## src/rtl/mem_access_stage.sv

```systemverilog
// Memory stage of the 5-stage RISC-V pipeline: drives a req/ack data bus for loads/stores,
// formats load data, stalls upstream while a bus access is outstanding, registers MEM/WB.
module mem_access_stage #(
    parameter int SIZE    = 32,
    parameter int TIMEOUT = 16
) (
    input  logic            clk,
    input  logic            rst,
    input  logic [4:0]      rd_m,
    input  logic [SIZE-1:0] data2_m,
    input  logic [SIZE-1:0] imm_m,
    input  logic [SIZE-1:0] alu_result_m,
    input  logic            memwrite_m,
    input  logic            regwrite_m,
    input  logic [1:0]      wb_src_m,
    input  logic [SIZE-1:0] pcplus4_m,
    input  logic [1:0]      data_size_m,
    input  logic            ext_type_m,
    output logic            mem_req,
    output logic            mem_we,
    output logic [SIZE-1:0] mem_addr,
    output logic [SIZE-1:0] mem_wdata,
    output logic [3:0]      mem_wstrb,
    input  logic [SIZE-1:0] mem_rdata,
    input  logic            mem_ack,
    output logic            stall,
    output logic [4:0]      rd_w,
    output logic            regwrite_w,
    output logic [1:0]      wb_src_w,
    output logic [SIZE-1:0] alu_result_w,
    output logic [SIZE-1:0] pcplus4_w,
    output logic [SIZE-1:0] imm_w,
    output logic [SIZE-1:0] load_data_w,
    output logic            misalign_err,
    output logic            bus_err
);

    localparam int CW = $clog2(TIMEOUT + 1);

    typedef enum logic {IDLE, BUS} state_t;

    state_t          state_q, state_d;
    logic [CW-1:0]   cnt_q, cnt_d;
    logic            req_q, req_d, we_q, we_d;
    logic [SIZE-1:0] addr_q, addr_d, wdata_q, wdata_d;
    logic [3:0]      wstrb_q, wstrb_d;
    logic [4:0]      rd_q, rd_d;
    logic            rw_q, rw_d;
    logic [1:0]      src_q, src_d;
    logic [SIZE-1:0] alu_q, alu_d, pc_q, pc_d, imm_q, imm_d, ld_q, ld_d;
    logic            mis_q, mis_d, berr_q, berr_d;
    logic            stall_c;

    logic            mem_op, misalign;
    logic [1:0]      boff;
    logic [SIZE-1:0] rshift, ld_fmt, wd_fmt;
    logic [3:0]      ws_fmt;

    assign boff     = alu_result_m[1:0];
    assign mem_op   = memwrite_m | (regwrite_m & (wb_src_m == 2'b01));
    assign misalign = mem_op & (((data_size_m == 2'b01) & boff[0]) |
                                (data_size_m[1] & (boff != 2'b00)));
    assign rshift   = mem_rdata >> {boff, 3'b000};

    always_comb begin
        ld_fmt = mem_rdata;
        wd_fmt = data2_m;
        ws_fmt = 4'hF;
        case (data_size_m)
            2'b00: begin
                ld_fmt = ext_type_m ? {{(SIZE-8){1'b0}}, rshift[7:0]}
                                    : {{(SIZE-8){rshift[7]}}, rshift[7:0]};
                wd_fmt = {4{data2_m[7:0]}};
                ws_fmt = 4'b0001 << boff;
            end
            2'b01: begin
                ld_fmt = ext_type_m ? {{(SIZE-16){1'b0}}, rshift[15:0]}
                                    : {{(SIZE-16){rshift[15]}}, rshift[15:0]};
                wd_fmt = {2{data2_m[15:0]}};
                ws_fmt = 4'b0011 << boff;
            end
            default: ;
        endcase
    end

    always_comb begin
        state_d = state_q;
        cnt_d   = cnt_q;
        req_d   = req_q;
        we_d    = we_q;
        addr_d  = addr_q;
        wdata_d = wdata_q;
        wstrb_d = wstrb_q;
        rd_d    = rd_q;
        rw_d    = rw_q;
        src_d   = src_q;
        alu_d   = alu_q;
        pc_d    = pc_q;
        imm_d   = imm_q;
        ld_d    = ld_q;
        mis_d   = 1'b0;
        berr_d  = 1'b0;
        stall_c = 1'b0;
        case (state_q)
            IDLE: begin
                rd_d  = rd_m;
                rw_d  = regwrite_m;
                src_d = wb_src_m;
                alu_d = alu_result_m;
                pc_d  = pcplus4_m;
                imm_d = imm_m;
                if (misalign) begin
                    rw_d  = 1'b0;
                    mis_d = 1'b1;
                end else if (mem_op) begin
                    // Bubble into WB while the bus access is outstanding
                    rw_d    = 1'b0;
                    stall_c = 1'b1;
                    state_d = BUS;
                    cnt_d   = '0;
                    req_d   = 1'b1;
                    we_d    = memwrite_m;
                    addr_d  = {alu_result_m[SIZE-1:2], 2'b00};
                    wdata_d = memwrite_m ? wd_fmt : '0;
                    wstrb_d = memwrite_m ? ws_fmt : 4'h0;
                end
            end
            BUS: begin
                if (mem_ack || cnt_q == CW'(TIMEOUT - 1)) begin
                    rd_d    = rd_m;
                    rw_d    = mem_ack ? regwrite_m : 1'b0;
                    src_d   = wb_src_m;
                    alu_d   = alu_result_m;
                    pc_d    = pcplus4_m;
                    imm_d   = imm_m;
                    ld_d    = mem_ack ? ld_fmt : ld_q;
                    berr_d  = ~mem_ack;
                    req_d   = 1'b0;
                    cnt_d   = '0;
                    state_d = IDLE;
                end else begin
                    stall_c = 1'b1;
                    cnt_d   = cnt_q + CW'(1);
                end
            end
            default: state_d = IDLE;
        endcase
    end

    always_ff @(posedge clk or negedge rst) begin
        if (!rst) begin
            state_q <= IDLE;
            cnt_q   <= '0;
            req_q   <= 1'b0;
            we_q    <= 1'b0;
            addr_q  <= '0;
            wdata_q <= '0;
            wstrb_q <= 4'h0;
            rd_q    <= 5'd0;
            rw_q    <= 1'b0;
            src_q   <= 2'b00;
            alu_q   <= '0;
            pc_q    <= '0;
            imm_q   <= '0;
            ld_q    <= '0;
            mis_q   <= 1'b0;
            berr_q  <= 1'b0;
        end else begin
            state_q <= state_d;
            cnt_q   <= cnt_d;
            req_q   <= req_d;
            we_q    <= we_d;
            addr_q  <= addr_d;
            wdata_q <= wdata_d;
            wstrb_q <= wstrb_d;
            rd_q    <= rd_d;
            rw_q    <= rw_d;
            src_q   <= src_d;
            alu_q   <= alu_d;
            pc_q    <= pc_d;
            imm_q   <= imm_d;
            ld_q    <= ld_d;
            mis_q   <= mis_d;
            berr_q  <= berr_d;
        end
    end

    // Stall is combinational, so gate it with reset to keep every output low during reset
    assign stall        = rst & stall_c;
    assign mem_req      = req_q;
    assign mem_we       = we_q;
    assign mem_addr     = addr_q;
    assign mem_wdata    = wdata_q;
    assign mem_wstrb    = wstrb_q;
    assign rd_w         = rd_q;
    assign regwrite_w   = rw_q;
    assign wb_src_w     = src_q;
    assign alu_result_w = alu_q;
    assign pcplus4_w    = pc_q;
    assign imm_w        = imm_q;
    assign load_data_w  = ld_q;
    assign misalign_err = mis_q;
    assign bus_err      = berr_q;

endmodule

```

## config.mk

```make
export PLATFORM = sky130hd
export DESIGN_NAME = mem_access_stage
export DESIGN_NICKNAME = d
export VERILOG_FILES = /design/src/rtl/mem_access_stage.sv
export SDC_FILE = /design/constraint.sdc
export NUM_CORES = 1
export LEC_CHECK = 0
export CORE_MARGIN = 2
export CORE_UTILIZATION = 40
export CTS_BUF_LIST = sky130_fd_sc_hd__clkbuf_8
export DETAILED_ROUTE_END_ITERATION = 8
export PLACE_DENSITY = 0.79
export SKIP_CTS_REPAIR_TIMING = 1
export SLEW_MARGIN = 20
export SYNTH_ARGS = -nofsm -noshare
export SYNTH_HDL_FRONTEND = slang
export SYNTH_SLANG_ARGS = --single-unit
```

## constraint.sdc

```tcl
create_clock -name clk -period 1.7 [get_ports clk]
set_input_delay 0.255 -clock clk [delete_from_list [all_inputs] [get_ports clk]]
set_output_delay 0.255 -clock clk [all_outputs]
set_load 0.005 [all_outputs]
```

==> metrics.txt, run 1 <==
# TYPE chip_impl_metric gauge
chip_impl_metric{name="final_number_of_max_transition_violations",unit=""} 0
chip_impl_metric{name="synth.distinct_cells",unit=""} 48
chip_impl_metric{name="synth_area_per_cell",unit="sq um"} 9.863
chip_impl_metric{name="htreeDepth",unit=""} 2
chip_impl_metric{name="critical_path.max_stage_delay",unit="ns"} 0.39
chip_impl_metric{name="drcViolationCount",unit=""} 0
chip_impl_metric{name="tns",unit="ns"} -7.279
chip_impl_metric{name="floorplan_die_area",unit="sq mm"} 0.02347
chip_impl_info{name="post_synth_main_area_contributors",value="dfrtp_1 (60%), nand2_1 (15%), mux2_2 (5.6%)"} 1
chip_impl_metric{name="die_height",unit="um"} 153.2
chip_impl_metric{name="cts-buffers-inserted",unit=""} 38
chip_impl_metric{name="share_comb_of_total_power",unit=""} 0.301
chip_impl_metric{name="antenna_found_initial",unit=""} 1
chip_impl_metric{name="skew",unit="ns"} 0.01927
chip_impl_metric{name="detail_route.wl_per_cell",unit="um"} 19.13
chip_impl_metric{name="cts.reportedPaths.clkPinSlew",unit="ns"} 0.06
chip_impl_metric{name="count_of_nets_after_finishing",unit=""} 1528
chip_impl_metric{name="first_global_vias",unit=""} 8471
chip_impl_metric{name="total_leakage_power",unit="nW"} 7.502
chip_impl_metric{name="p_sw",unit="mW"} 4.689
chip_impl_metric{name="synthToLayoutAreaGrowth",unit="%"} 69.15
chip_impl_metric{name="worst_pin_slew",unit="ns"} 0.7773
chip_impl_metric{name="mappedNetlistArea",unit="sq mm"} 0.008906
chip_impl_metric{name="floorplan.rows",unit=""} 54
chip_impl_info{name="rsz0062_at_grt",value="yes"} 1
chip_impl_metric{name="timing.final.crit_period",unit="ns"} 2.093
chip_impl_metric{name="fp.dieW",unit="um"} 153.2
chip_impl_metric{name="grt_resource_usage_total",unit=""} 0.2409
chip_impl_metric{name="grt_start_max_net_pins",unit=""} 102
chip_impl_metric{name="postSynthCellCount",unit=""} 903
chip_impl_metric{name="switching_share",unit=""} 0.2828
chip_impl_metric{name="post_route_cell_area",unit="sq mm"} 0.01506
chip_impl_metric{name="clock_power_share",unit=""} 0.298
chip_impl_metric{name="pd_cells",unit="mW/mm^2"} 1101
chip_impl_metric{name="cp_arrival",unit="ns"} 1.84
chip_impl_info{name="clockRootBuffer",value="clkbuf_8"} 1
chip_impl_info{name="timing.critical_path.to_type",value="output pin"} 1
chip_impl_info{name="violations",value="negative setup slack"} 1
chip_impl_metric{name="synth_top_cell_area_share",unit=""} 0.5957
chip_impl_metric{name="cap_violations",unit=""} 0
chip_impl_metric{name="ys_seq_area_frac",unit=""} 0.5957
chip_impl_metric{name="dpl_cell_area",unit="sq mm"} 0.01339
chip_impl_metric{name="place_congestion",unit=""} 0.8168
chip_impl_info{name="hold_path_class",value="in -> async"} 1
chip_impl_metric{name="top_level_ports",unit=""} 384
chip_impl_metric{name="cp.required",unit="ns"} 1.44
chip_impl_metric{name="timing.final.hold_violations",unit=""} 0
chip_impl_info{name="worst_setup_path_start_kind",value="flip-flop"} 1
chip_impl_info{name="run_status",value="complete, but fails checks"} 1
chip_impl_info{name="critical-path-slowest-cell",value="dfrtp_1"} 1
chip_impl_metric{name="report.final.setup_viol",unit=""} 126
chip_impl_metric{name="synth_async_sr_flop_share",unit=""} 1.000
chip_impl_metric{name="clock_sink_count",unit=""} 212
chip_impl_metric{name="max-vdd-ir-drop",unit="V"} 0.0007577
chip_impl_metric{name="antenna_violating_nets_post_route",unit=""} 0
chip_impl_metric{name="drt_wl_total",unit="mm"} 31.75
chip_impl_metric{name="count_of_routing_violations_after_the_opening_detailed_route_iteration",unit=""} 485
chip_impl_metric{name="critPathMaxFanout",unit=""} 2
chip_impl_metric{name="dr_total_vias",unit=""} 8446
chip_impl_metric{name="number_of_register_bits_inferred_by_synthesis",unit=""} 212
chip_impl_metric{name="drive_gt1_frac",unit=""} 0.1936
chip_impl_metric{name="drt_pre_antenna_iters",unit=""} 6
chip_impl_metric{name="detailedPlacementHpwl",unit="mm"} 20.51
chip_impl_info{name="synth_flop_cell",value="dfrtp_1"} 1
chip_impl_metric{name="globalRoute.totalOverflow",unit=""} 0
chip_impl_metric{name="cp_num_buf_inv",unit=""} 2
chip_impl_info{name="tritoncts",value="yes"} 1
chip_impl_metric{name="grt_pass1_wl",unit="mm"} 45.52
chip_impl_info{name="crit_path_cell_trace",value="ha_2 -> and3_4 -> ha_4 -> inv_4 -> nand2b_4 -> nand2_2 -> and2_4 -> buf_6"} 1
chip_impl_metric{name="fmax",unit="MHz"} 477.8
chip_impl_metric{name="floorplan.initialDensity",unit=""} 0.4081
chip_impl_metric{name="clock_path_buffers",unit=""} 3
chip_impl_metric{name="cell_internal_pwr",unit="mW"} 11.89
chip_impl_info{name="cell_type_group_with_the_largest_total_delay_on_the_critical_path",value="simple AND/OR/NAND/NOR gates"} 1
chip_impl_metric{name="synth_edf_count",unit=""} 0
chip_impl_metric{name="layout_setup_ws",unit="ns"} -0.3929
chip_impl_metric{name="vias_per_cell",unit=""} 5.088
chip_impl_metric{name="finalCritPeriodShare",unit=""} 1.231
chip_impl_metric{name="yosys_warnings",unit=""} 0
chip_impl_info{name="critical_path_class",value="reg -> out"} 1
chip_impl_metric{name="relSlewSlack",unit=""} 0.4818
chip_impl_metric{name="placeable_core_region",unit="sq mm"} 0.02182
chip_impl_metric{name="numPortBuffers",unit=""} 381
chip_impl_metric{name="pwr-share-seq",unit=""} 0.401
chip_impl_metric{name="fin_util",unit=""} 0.6903
chip_impl_metric{name="insertion_delay",unit="ns"} 0.52
chip_impl_info{name="synth_top_area_cell",value="dfrtp_1"} 1
per-stage QoR:
step / power [mW] / setup WS, ns / instances / hold slack, ns
floorplan: 8.105 / -0.02435 / 904 / -0.04059
global placement: 11.20 / -0.6201 / 1567 / 0.05083
detailed placement: 11.34 / -0.6479 / 1567 / 0.04827
CTS: 16.33 / -0.9465 / 1635 / -0.5114
global route: 17.39 / -0.4684 / 1660 / 0.1061
finish: 16.58 / -0.3929 / 1660 / 0.1353
worst reg2reg max path, delay by kind of cell (launching register included):
kind | cells | cell delay [ns]
adder cells (fa/ha/maj) | 2 | 0.36
buffers and inverters | 3 | 0.53
AND/OR/NAND/NOR | 4 | 0.47
flip-flops | 1 | 0.39
path summary, 6_finish.rpt:
path                       cells past startpoint                to  slack (ns)        start
setup / recovery                               8             stall       -0.39     cnt_q[1]
hold / removal                                 2      pcplus4_w[1]        0.14          rst
setup reg to reg                               9     pcplus4_w[16]       -0.12     cnt_q[1]
hold reg to reg                                2       wb_src_w[1]        0.46  wb_src_w[1]
max in group asynchronous                      3  alu_result_w[28]        0.62          rst
min in group clk                               3          imm_w[1]        0.26     imm_m[1]
power groups by stage:
stage,logic (mW),registers [mW],clock network (mW)
global route,5.36,6.76,5.26
finish,4.99,6.65,4.94
CTS,4.69,6.62,5.02
floorplan,1.39,6.72,0
detailed placement,4.65,6.69,0
global placement,4.57,6.64,0
flip-flops by register name, summed over array words and instances, names as in the netlist:
name / flops
wb_src_w: 2
rd_w: 5
cnt_q: 5
misalign_err: 1
mem_we: 1
mem_addr: 30
regwrite_w: 1
state_q: 1
imm_w: 32
mem_wdata: 32
load_data_w: 32
pcplus4_w: 32
alu_result_w: 32
mem_wstrb: 4
mem_req: 1
bus_err: 1
kinds of logic after synthesis:
group           after synthesis  synth area share
other cells                   1         0.0004211
compound gates              135           0.09680
xor+xnor                      2          0.001967
simple gates                418            0.1831
buf+inv                      63           0.03301
mux                          70           0.08626
flops                       212            0.5957
fa+ha+maj                     2          0.002809
Yosys cell counts, types with 3 or more instances:
cell / instances
a22o_1: 10
nand2b_1: 3
nor3b_1: 3
nand2_1: 358
buf_4: 4
dfrtp_1: 212
a21oi_1: 35
nor2_1: 38
o22ai_1: 7
mux2_2: 44
clkbuf_1: 26
o21ai_2: 10
o21ai_0: 44
mux2i_1: 25
a222oi_1: 5
a2bb2oi_1: 7
inv_1: 5
o21ai_1: 4
buf_1: 4
buf_2: 22
cell type report:
type / count / area, sq um
repair buffers: 465 / 5022
well taps: 280 / 350.3
clock inverters: 17 / 92.59
flip-flops and latches: 212 / 5305
inverters: 5 / 21.27
multi-input cells: 629 / 3568
fillers: 1595 / 6759
diodes: 1 / 2.502
clock buffers: 51 / 701.9
cell usage in the layout (no fill, tap or decap), types with 37 or more instances in the layout:
| cell type | count |
|---|---|
| clkdlybuf4s50_1 | 319 |
| nand2_1 | 301 |
| dfrtp_1 | 212 |
| dlymetal6s2s_1 | 59 |
| buf_4 | 52 |
| clkbuf_8 | 51 |
| nand2_2 | 48 |
| mux2_2 | 43 |
| o21ai_0 | 42 |
| nor2_1 | 37 |
routing by layer:
metal | GRT usage | vias up | part of all wire | routed length, um
met3 | 0.06833 | 77 | 0.073 | 2323
met4 | 0.1111 | 0 | 0.033 | 1061
li1 | - | 3888 | - | -
met2 | 0.3977 | 345 | 0.50 | 15970
met1 | 0.2935 | 4136 | 0.39 | 12400
met5 | 0 | - | 0 | 0
(Power assumes the default switching activity.)
==> inputs of run 2 (changes only) <==
--- a/config.mk
+++ b/config.mk
@@ -15,3 +15,4 @@
 export SYNTH_ARGS = -nofsm -noshare
 export SYNTH_HDL_FRONTEND = slang
 export SYNTH_SLANG_ARGS = --single-unit
+export TNS_END_PERCENT = 20
==> metrics.txt, run 2 (synthesis results as in run 1) <==
# TYPE chip_impl_metric gauge
chip_impl_info{name="final_common_cell",value="nand2_1"} 1
chip_impl_metric{name="finalCritPeriodShare",unit=""} 1.231
chip_impl_metric{name="pre_cts_slack",unit="ns"} -0.6479
chip_impl_metric{name="skew",unit="ns"} 0.02077
chip_impl_info{name="critical-path-slowest-cell",value="dfrtp_1"} 1
chip_impl_metric{name="cp_arrival",unit="ns"} 1.84
chip_impl_metric{name="count_of_nets_after_finishing",unit=""} 1524
chip_impl_metric{name="htreeDepth",unit=""} 2
chip_impl_info{name="cell_type_group_with_the_largest_total_delay_on_the_critical_path",value="simple AND/OR/NAND/NOR gates"} 1
chip_impl_metric{name="antenna_found_initial",unit=""} 1
chip_impl_metric{name="globalRoute.totalOverflow",unit=""} 0
chip_impl_metric{name="share_comb_of_total_power",unit=""} 0.296
chip_impl_metric{name="insertion_delay",unit="ns"} 0.52
chip_impl_metric{name="p_sw",unit="mW"} 4.594
chip_impl_metric{name="vias_per_cell",unit=""} 5.024
chip_impl_metric{name="pd_cells",unit="mW/mm^2"} 1106
chip_impl_metric{name="drt_pre_antenna_iters",unit=""} 7
chip_impl_info{name="r2r-start",value="cnt_q[1]"} 1
chip_impl_metric{name="max-vdd-ir-drop",unit="V"} 0.0007670
chip_impl_metric{name="grt_pass1_wl",unit="mm"} 45.52
chip_impl_metric{name="cp_num_buf_inv",unit=""} 2
chip_impl_metric{name="critical_path.max_stage_delay",unit="ns"} 0.38
chip_impl_metric{name="detail_route.wl_per_cell",unit="um"} 18.69
chip_impl_metric{name="total_leakage_power",unit="nW"} 7.343
chip_impl_metric{name="cts-buffers-inserted",unit=""} 38
chip_impl_metric{name="fp.dieW",unit="um"} 153.2
chip_impl_info{name="violations",value="negative setup slack"} 1
chip_impl_metric{name="timing.final.crit_period",unit="ns"} 2.092
chip_impl_info{name="final_cell_mix",value="nand2_1 (333), clkdlybuf4s50_1 (326), dfrtp_1 (212)"} 1
chip_impl_metric{name="cell_internal_pwr",unit="mW"} 11.82
chip_impl_metric{name="pwr-share-seq",unit=""} 0.404
chip_impl_metric{name="final_number_of_max_transition_violations",unit=""} 0
chip_impl_metric{name="timing.reg2reg.setup_slack",unit="ns"} -0.11
chip_impl_info{name="rsz0062_at_grt",value="yes"} 1
chip_impl_metric{name="top_level_ports",unit=""} 384
chip_impl_metric{name="cp.required",unit="ns"} 1.44
chip_impl_metric{name="floorplan.rows",unit=""} 54
chip_impl_info{name="tritoncts",value="yes"} 1
chip_impl_metric{name="numPortBuffers",unit=""} 381
chip_impl_metric{name="count_of_routing_violations_after_the_opening_detailed_route_iteration",unit=""} 449
chip_impl_metric{name="fmax",unit="MHz"} 477.9
chip_impl_metric{name="first_global_vias",unit=""} 8471
chip_impl_metric{name="worst_pin_slew",unit="ns"} 0.7717
chip_impl_metric{name="switching_share",unit=""} 0.2799
chip_impl_metric{name="report.final.setup_viol",unit=""} 113
chip_impl_metric{name="synthToLayoutAreaGrowth",unit="%"} 66.63
chip_impl_metric{name="cts.reportedPaths.clkPinSlew",unit="ns"} 0.06
chip_impl_metric{name="placeable_core_region",unit="sq mm"} 0.02182
chip_impl_metric{name="worstRegToRegCells",unit=""} 9
chip_impl_metric{name="critPathMaxFanout",unit=""} 2
chip_impl_metric{name="grt_start_max_net_pins",unit=""} 102
chip_impl_metric{name="clock_sink_count",unit=""} 212
chip_impl_info{name="worst_setup_path_start_kind",value="flip-flop"} 1
chip_impl_metric{name="grt_resource_usage_total",unit=""} 0.2409
chip_impl_metric{name="drive_gt1_frac",unit=""} 0.1673
chip_impl_metric{name="die_height",unit="um"} 153.2
chip_impl_metric{name="drcViolationCount",unit=""} 0
chip_impl_metric{name="relSlewSlack",unit=""} 0.4855
chip_impl_metric{name="timing.final.hold_violations",unit=""} 0
chip_impl_metric{name="layout_setup_ws",unit="ns"} -0.3924
chip_impl_info{name="critical_path.reg2reg.endpoint",value="alu_result_w[6]"} 1
chip_impl_metric{name="place_congestion",unit=""} 0.8168
chip_impl_metric{name="detailedPlacementHpwl",unit="mm"} 20.51
chip_impl_metric{name="dr_total_vias",unit=""} 8320
chip_impl_metric{name="antenna_violating_nets_post_route",unit=""} 0
chip_impl_metric{name="cap_violations",unit=""} 0
chip_impl_metric{name="floorplan.initialDensity",unit=""} 0.4081
chip_impl_info{name="run_status",value="complete, but fails checks"} 1
chip_impl_metric{name="floorplan_die_area",unit="sq mm"} 0.02347
chip_impl_info{name="timing.critical_path.to_type",value="output pin"} 1
chip_impl_metric{name="clock_path_buffers",unit=""} 3
chip_impl_metric{name="clock_power_share",unit=""} 0.300
chip_impl_info{name="clockRootBuffer",value="clkbuf_8"} 1
chip_impl_info{name="critical_path_class",value="reg -> out"} 1
chip_impl_metric{name="drt_wl_total",unit="mm"} 30.94
chip_impl_info{name="crit_path_cell_trace",value="ha_2 -> and3_4 -> ha_4 -> inv_4 -> nand2b_4 -> nand2_2 -> and2_4 -> buf_6"} 1
chip_impl_info{name="hold_path_class",value="in -> async"} 1
chip_impl_metric{name="power",unit="mW"} 16.41
[run 2: layout make-up]
| type | count | area (sq um) |
|---|---|---|
| timing repair buffer | 461 | 4915 |
| clock inverter | 17 | 92.59 |
| tap | 280 | 350.3 |
| sequential | 212 | 5305 |
| inverter | 5 | 21.27 |
| multi-input combinational | 629 | 3452 |
| antenna | 1 | 2.502 |
| clock buffer | 51 | 701.9 |
| fill | 1631 | 6983 |
[run 2: how the worst max path moves through the flow]
stage / depth (start not counted) / startpoint / to
floorplan: 9 / cnt_q[1] / stall
global placement: 6 / wb_src_m[0] / stall
detailed placement: 6 / alu_result_m[0] / stall
CTS: 8 / cnt_q[1] / stall
global route: 8 / cnt_q[0] / stall
finish: 8 / cnt_q[0] / stall
[run 2: per-layer routing]
layer  up-vias  routed length (um)  GRT usage
li1       3875                   -          -
met1      4019               12100     0.2935
met2       349               15370     0.3977
met3        77                2333    0.06833
met4         0                1140     0.1111
met5         -                   0          0
[run 2: power by group through the flow]
stage / combinational (mW) / sequential, mW / clock, mW
floorplan: 1.39 / 6.72 / 0
global placement: 4.57 / 6.64 / 0
detailed placement: 4.65 / 6.69 / 0
CTS: 4.69 / 6.62 / 5.02
global route: 5.23 / 6.75 / 5.26
finish: 4.85 / 6.63 / 4.93
[run 2: per-stage QoR]
step                        util  hold WS (ns)  area (sq um)  cells  TNS [ns]
after CTS                 0.6500       -0.5114         14180   1635    -12.75
after floorplan                -      -0.04059          8927    904   -0.1600
final                     0.6800        0.1378         14840   1656    -7.326
after global placement    0.6136       0.05083         13390   1567    -46.52
after global routing      0.6800        0.1061         14840   1656    -14.52
after detailed placement  0.6136       0.04827         13390   1567    -51.92
==> inputs of run 3 (changes only) <==
--- a/config.mk
+++ b/config.mk
@@ -5,6 +5,7 @@
 export SDC_FILE = /design/constraint.sdc
 export NUM_CORES = 1
 export LEC_CHECK = 0
+export CAP_MARGIN = 20
 export CORE_MARGIN = 2
 export CORE_UTILIZATION = 40
 export CTS_BUF_LIST = sky130_fd_sc_hd__clkbuf_8
==> results of run 3 <==
Final layout, timing and power as in run 2 (identical DEF).
==> patch, RTL diff (flow settings as in run 1) <==
Put one more register stage on the output `bus_err`, with the module's reset. The value now appears one clock later. The other outputs are not delayed to match.
--- a/src/rtl/mem_access_stage.sv
+++ b/src/rtl/mem_access_stage.sv
@@ -200,7 +200,13 @@
     assign imm_w        = imm_q;
     assign load_data_w  = ld_q;
     assign misalign_err = mis_q;
-    assign bus_err      = berr_q;
+    always_ff @(posedge clk or negedge rst) begin
+        if (!rst) begin
+            bus_err <= '0;
+        end else begin
+            bus_err <= berr_q;
+        end
+    end
 
 endmodule
 
Formal check against the unedited RTL: no difference found for any inputs over 4 cycles, from zero or initial values and one cycle with rst low; that may be too few to reach the edited logic, so the function may still have changed.
==> patch against run 1 <==
Clock skew about the same. Count of clock-buffer cells in the layout decreased by 3. Setup slack got worse by 0.025 ns. Sequential power about the same. Routed wire length decreased by 4.4%. Area after synthesis increased by 0.28%. Synthesized cell count increased by 0.11%. Final area decreased by 1.6%. The flow still finishes with violations (negative setup slack). Total power decreased by 3.3%. Global-route usage decreased by 0.16 points. Sequential cell count increased by 1. Non-clock buffer count decreased by 9.
==> patch: results (changes against run 1) <==
status = finished with violations
failing checks = negative setup slack
Leakage = 7.60 nW (+1.3%)
Layout Nets = 1520 (-0.52%)
Hold Crit Class = in -> reg
Placed Cells = 1566 (-0.064%)
gr usage total = 23.9% (-0.16 points)
final WL = 30.4 mm (-4.4%)
worst slack at placement = -0.647 ns (+0.000662 ns)
adder-cell area share of the yosys netlist = 0.280% (-0.00079 points)
met1 Use GR = 28.8% (-0.51 points)
Detailed Routing Iterations Pass 1 = 5 (-1)
Setup WS post-layout = -0.418 ns (-0.0248 ns)
via count of the first global-routing pass = 8395 (-0.90%)
peak supply drop = 0.751 mV (-0.92%)
ranking of synthesized cells by area = dfrtp_1 (60%), nand2_1 (15%), mux2_2 (5.5%), mux2i_1 (2.8%), o21ai_0 (2.5%)
initial DRC count = 373 (-23%)
critical path startpoint = cnt_q[0]
Detail Placement HPWL = 20.6 mm (+0.44%)
largest net degree at the start of global routing = 178 (+75%)
xor/xnor share of the synthesized area = 0.196% (-0.00055 points)
Mapped Cells = 904 (+0.11%)
met2 WL = 15.2 mm (-4.9%)
Final setup viols = 97 (-23%)
Global Route met2 Usage = 40.6% (+0.79 points)
worst flop-to-flop path endpoint = cnt_q[2]
arrival time at the worst endpoint = 1.86 ns (+0.02 ns)
Synth top cells by count = nand2_1 (358), dfrtp_1 (213), mux2_2 (44), o21ai_0 (44), nor2_1 (38)
## patch: cell types whose count changed after synthesis, sizes merged
cell,run 1,this run
dfrtp,212,213
## patch: logic make-up after synthesis
family | Yosys count
compound gates | 135
buf+inv | 63
other cells | 1
fa+ha+maj | 2
simple gates | 418
mux | 70
flops | 213
xor+xnor | 2
## patch: per-stage QoR
step,cell area (sq um),TNS (ns)
3_5_place_dp,13500,-56.39
6_report,14800,-2.81
3_3_place_gp,13500,-46.65
5_1_grt,14800,-10.99
2_1_floorplan,8950,-0.160
4_1_cts,14200,-14.34
## patch: power by group
group          switching, mW  internal (mW)  leakage [nW]  total [mW]
logic                   1.89           2.89          4.62        4.78
registers              0.575           6.08          2.56        6.65
clock network           2.08           2.52         0.422        4.60
## patch: final cells by class
type                       instances  area [sq um]
antenna                            1          2.50
clock buffer                      48           661
clock inverter                    17          73.8
fill                            1639          7060
inverter                           5          21.3
multi-input combinational        629          3460
sequential                       213          5330
tap                              280           350
timing repair buffer             456          4930
